File: src/rtl/hilo_mult_ctrl.sv
// Execute-stage sequencer for the shared HI/LO multiplier: registers operands,
// counts the fixed multiplier latency and owns the architectural HI/LO pair.
module hilo_mult_ctrl #(
    parameter int MUL_LATENCY = 1
) (
    input  logic        clk,
    input  logic        resetn,
    input  logic        req_valid,
    output logic        req_ready,
    input  logic [2:0]  req_op,
    input  logic [31:0] req_a,
    input  logic [31:0] req_b,
    input  logic        flush,
    output logic [31:0] mul_a,
    output logic [31:0] mul_b,
    output logic        mul_signed,
    input  logic [31:0] mul_hi,
    input  logic [31:0] mul_lo,
    output logic [31:0] hi,
    output logic [31:0] lo,
    output logic        busy,
    output logic        done
);

    localparam int CW = $clog2(MUL_LATENCY) + 1;

    localparam logic [2:0] OP_MULT  = 3'd1;
    localparam logic [2:0] OP_MULTU = 3'd2;
    localparam logic [2:0] OP_MTHI  = 3'd3;
    localparam logic [2:0] OP_MTLO  = 3'd4;

    typedef enum logic {IDLE, RUN} state_t;

    state_t        state, state_nxt;
    logic [CW-1:0] cnt, cnt_nxt;
    logic          accept;
    logic          is_mul;
    logic          finish;

    assign req_ready = (state == IDLE) & resetn;
    assign accept    = req_valid & req_ready & ~flush;
    assign is_mul    = (req_op == OP_MULT) || (req_op == OP_MULTU);
    assign busy      = (state == RUN);

    always_comb begin
        // NOTE: every output of this block gets a default first so no path
        // leaves it unassigned, which would otherwise infer a latch.
        state_nxt = state;
        cnt_nxt   = cnt;
        finish    = 1'b0;
        case (state)
            IDLE: begin
                if (accept && is_mul) begin
                    state_nxt = RUN;
                    cnt_nxt   = CW'(MUL_LATENCY - 1);
                end
            end
            RUN: begin
                // Flush wins even in the completion cycle: no writeback.
                if (flush) begin
                    state_nxt = IDLE;
                    cnt_nxt   = '0;
                end else if (cnt == '0) begin
                    finish    = 1'b1;
                    state_nxt = IDLE;
                end else begin
                    cnt_nxt = cnt - CW'(1);
                end
            end
            default: begin
                state_nxt = IDLE;
                cnt_nxt   = '0;
            end
        endcase
    end

    // NOTE: sequential state uses non-blocking assignments so every register
    // samples pre-edge values regardless of process evaluation order.
    always_ff @(posedge clk or negedge resetn) begin
        if (!resetn) begin
            state <= IDLE;
            cnt   <= '0;
        end else begin
            state <= state_nxt;
            cnt   <= cnt_nxt;
        end
    end

    always_ff @(posedge clk or negedge resetn) begin
        if (!resetn) begin
            mul_a      <= '0;
            mul_b      <= '0;
            mul_signed <= 1'b0;
            hi         <= '0;
            lo         <= '0;
            done       <= 1'b0;
        end else begin
            done <= finish;
            if (accept && is_mul) begin
                mul_a      <= req_a;
                mul_b      <= req_b;
                mul_signed <= (req_op == OP_MULT);
            end
            // Completion only happens in RUN and moves are only accepted in
            // IDLE, so these two writers never collide.
            if (finish) begin
                hi <= mul_hi;
                lo <= mul_lo;
            end else if (accept && req_op == OP_MTHI) begin
                hi <= req_a;
            end else if (accept && req_op == OP_MTLO) begin
                lo <= req_a;
            end
        end
    end

endmodule

File: config.mk
export PLATFORM = sky130hd
export DESIGN_NAME = hilo_mult_ctrl
export DESIGN_NICKNAME = d
export VERILOG_FILES = /design/src/rtl/hilo_mult_ctrl.sv
export SDC_FILE = /design/constraint.sdc
export NUM_CORES = 1
export LEC_CHECK = 0
export ABC_AREA = 1
export ABC_CLOCK_PERIOD_IN_PS = 2610
export CAP_MARGIN = 20
export CORE_UTILIZATION = 25
export DETAILED_ROUTE_END_ITERATION = 8
export GPL_TIMING_DRIVEN = 0
export SLEW_MARGIN = 0
export SYNTH_ARGS = -nofsm -noshare
export SYNTH_HDL_FRONTEND = slang
export SYNTH_SLANG_ARGS = --single-unit
export TNS_END_PERCENT = 20
File: constraint.sdc
create_clock -name clk -period 2.61 [get_ports clk]
set_input_delay 0.3915 -clock clk [delete_from_list [all_inputs] [get_ports clk]]
set_output_delay 0.3915 -clock clk [all_outputs]
set_load 0.1 [all_outputs]
* After elaboration in Yosys (flattened, before gate mapping)
Cells that the tools add are included.
** Storage, ports and cells
- Output and inout bits :: 132
- Flip-flop bits (word level) :: 132
- Logic and storage cells :: 43
** Cells by class
- Mux-type cells :: 16
- Equal/unequal tests :: 6
- Bitwise logic cells :: 5
- Reductions and logical operators :: 7
- $add $sub $neg :: 1
** Operator list (number)
- 2-to-1 mux 32 bit :: 5
- 2-to-1 mux 1 bit :: 9
- equality test 3 x 2 -> 1 bit (second input constant) :: 2
- case mux 1 bit (2 select lines) :: 2
- nonzero test 2 bit :: 2
- AND 1 bit :: 3
- equality test 3 x 1 -> 1 bit (second input constant) :: 1
- equality test 3 bit (second input constant) :: 1
- logical AND 1 bit :: 3
- != test 2 x 1 -> 1 bit (second input constant) :: 1
- != test 2 bit (second input constant) :: 1
- NOT 1 bit :: 2
- AND reduction 2 bit :: 1
- logical OR 1 bit :: 1
- subtractor 1 bit (second input constant) :: 1

* Logic depth before layout (Yosys ltp)
- Depth after elaboration :: 8
- Mapped depth :: 9
- Mapped depth without buffers :: 7

* Worst setup path before layout
No wires, ideal clock.
- Kind :: register to output
- Start point :: reg state (netlist: busy)
- End point :: out req_ready
- Setup slack :: 0.656 ns
- Path buffers :: 0
- Stages on the path, launching flop included :: 4
- Arrival time :: 1.562 ns
- Required time :: 2.219 ns
- Cells stage by stage :: dfrtp_1 inv_2 nand2_2 inv_1
** Between the ends
- Word-level cells in the longest chain between the ends :: 2
** RTL lines
- start: declaration :: RTL line 34 : state_t state, state_nxt;
- start signal: assignment :: RTL line 84 : state <= state_nxt;
- NOT 1 bit
- AND 1 bit :: RTL line 40 : assign req_ready = (state == IDLE) & resetn;
- end: declaration :: RTL line 9 : output logic req_ready,
Every way passes these cells.

* Final worst setup path
- Start point :: in resetn
- End point :: out req_ready
** Between the ends
- Word-level cells in the longest chain between the ends :: 1
** RTL lines
- start: declaration :: RTL line 7 : input logic resetn,
- AND 1 bit :: RTL line 40
Every way passes these cells.

==> summary.md <==
| Metric | Value |
|---|---|
| CP Max Fanout | `4` |
| Max Cap Viol | `0` |
| Sequential share of the synthesized area | `0.558` |
| Nets@finish | `1176` |
| Core Region | `22800 um^2` |
| Syn Nets | `886` |
| Distinct cells, synth | `15` |
| CTS root buf | `clkbuf_16` |
| Dpl hpwl | `16.2 mm` |
| XOR/XNOR Fraction of Synth Area | `0` |
| Clock Skew | `0.0101 ns` |
| Syn. warnings | `0` |
| Initial core utilization | `0.257` |
| Drt via density | `4.35` |
| Area of the multi-input gates | `2300 um^2` |
| Final std cells w/o fill | `1367` |
| Routability congestion estimate | `0.786` |
| Syn Inst Count | `751` |
| Mux share of post-synthesis cell area | `0` |
| Clk Latency, worst-skew pair | `0.42 ns` |
| Antenna violations before repair | `1` |
| Bufs on Longest Clock Path | `2` |
| Cells after DPL | `1331` |
| Via count | `5949` |
| Final hold vios | `0` |
| First-pass GRT wire length | `34.3 mm` |
| Simple-Gate Fraction of Synth Area | `0.391` |
| Max Freq | `394 MHz` |
| Inserted Clock Buffers | `17` |
| Die area | `24100 um^2` |
| Gr usage total | `0.188` |
| #FFs+latches synth | `131` |
| Post-Route WL | `22.4 mm` |
| Fillers | `2360` |
| Final ANT Viol Nets | `0` |
| Initial DRT Pass Iterations | `4` |
| Fin crit share | `0.971` |
| Area Overhead vs Synth | `64.3%` |
| Peak VDD IR | `0.506 mV` |
| H-Tree Level Count | `4` |
| Outcome | `complete, no violations` |
| Crit path required time | `2.22 ns` |
| Pwr dens | `1120 nW/um^2` |
| Synth Area in Compound Gates | `0` |
| Ratio of cells with drive above 1 in the final layout | `0.0844` |
| Critical path arrival | `2.14 ns` |
| Avg Synthesized Cell Area | `7.82 um^2` |
| Startpoint Class | `input pin` |
| Crit-path slowest cell | `dlygate4sd2_1` |
| Hold Path Depth | `2` |
| Leading cell type in the layout, fill and taps excluded | `nand2_1` |
| Endpoint type of the worst setup path | `primary output` |
| TritonCTS clock tree | `yes` |
| Largest incremental delay on the critical path | `0.87 ns` |
| # IOs | `267` |
| Share of the synthesized area in the top cell type | `0.558` |
| Row count | `55` |
| R2R depth | `6` |
| CP Cell Sequence | `dlygate4sd3_1 -> buf_6 -> nand2_2 -> inv_1 -> dlygate4sd2_1` |
| DRC viols | `0` |
| Transition time of the tightest slew-check pin | `1.08 ns` |
| Largest family of logic cells by synthesized area | `simple AND/OR/NAND/NOR gates` |
| Critical path class | `input pin to primary output` |
| Synthesized-area fraction occupied by adder cells | `0` |
| Slew headroom | `0.276` |
| Largest net degree at the start of global routing | `71` |
| Die width | `155 um` |
| Clk slew on worst S/H paths | `0.06 ns` |
| Leading area contributor after synthesis | `dfrtp_1` |
| Finish-stage setup viols | `0` |
| Antenna diodes | `0` |
| Post-Syn Area | `5880 um^2` |
| WL/cell | `16.4 um` |
| Detailed Route Iter0 Violations | `265` |
| Seq. cell area | `3280 um^2` |
| Hold Slack | `0.468 ns` |
| Worst min path class | `register to register` |
| Clk sink count | `131` |
| Vias in the first global route | `5942` |
| Port Buffers | `266` |
| Commonest non-fill, non-tap cells in the layout | `nand2_1 (423), clkdlybuf4s50_1 (264), dfrtp_1 (131), nand3_1 (128), buf_2 (30)` |
| RSZ-0062 raised after global routing | `false` |
| Top post-synthesis cells by area | `dfrtp_1 (56%), nand2_1 (27%), nand3_1 (11%)` |
| Die height | `155 um` |
| Min cycle time layout | `2.54 ns` |
| Max Slew Vio Count | `0` |
| Grt ovf | `0` |
| Leak pwr | `4.76 nW` |
| Total power | `10.8 mW` |
cell families after synthesis:
group,Yosys count
buf+inv,58
flops,131
simple gates,562
worst max-delay path: cells and delay by family:
| family | cells | cell delay (ns) |
|---|---|---|
| buf+inv | 4 | 1.66 |
| simple gates | 1 | 0.09 |
routing by layer:
metal,wire (um),global-route usage,vias to the layer above
met5,11,0,-
met4,314,0.0504,2
met3,1530,0.0571,21
met2,10400,0.305,192
met1,10100,0.243,2789
li1,-,-,2945
area by class of cell:
| cell class | instances | share of cell area |
|---|---|---|
| tap | 313 | 0.0406 |
| multi-input combinational | 562 | 0.238 |
| buffer | 50 | 0.0280 |
| clock buffer | 19 | 0.0459 |
| clock inverter | 13 | 0.0191 |
| timing repair buffer | 271 | 0.286 |
| inverter | 8 | 0.00311 |
| sequential | 131 | 0.340 |
synth_stat cells:
cell	count
nand2_2	6
dfrtp_1	131
nand3_1	128
inv_1	4
buf_4	10
nor2_1	2
nand2_1	423
nor2_2	1
buf_1	1
inv_2	4
nand4_1	1
nor2_4	1
buf_6	1
clkbuf_1	8
buf_2	30
path summary, 6_finish.rpt:
path                        endpoint  slack, ns  startpoint
min in group asynchronous  mul_a[28]       0.57      resetn
min                        mul_b[25]       0.47   mul_b[25]
max in group asynchronous      hi[1]       1.66      resetn
max reg2reg                   lo[13]       1.00        busy
min reg2reg                mul_b[25]       0.47   mul_b[25]
max                        req_ready       0.07      resetn
flip-flops by register name, summed over array words and instances (netlist names):
| register | cells |
|---|---|
| busy | 1 |
| done | 1 |
| hi | 32 |
| lo | 32 |
| mul_a | 32 |
| mul_b | 32 |
| mul_signed | 1 |
power breakdown:
part	internal, mW	switching, mW
registers	2.51	0.266
clock network	1.62	0.959
logic	1.21	4.25
total	5.34	5.48
per-stage QoR:
stage | utilization | setup WS [ns] | cell area [um^2] | TNS (ns)
2_1_floorplan | - | 0.656 | 5880 | 0
3_3_place_gp | 0.391 | -5.08 | 8930 | -1192.61
3_5_place_dp | 0.392 | -0.109 | 8960 | -0.109
4_1_cts | 0.423 | 0.0766 | 9650 | 0
5_1_grt | 0.423 | 0.0192 | 9650 | 0
6_report | 0.423 | 0.0750 | 9650 | 0
repair_timing:
action / in CTS / in global routing
gates resized for setup: 1 / 0
hold endpoints to repair: 32 / 0
setup endpoints to repair: 1 / 0
hold buffers: 4 / 0
setup buffers: 0 / 0
(Power assumes the default switching activity.)
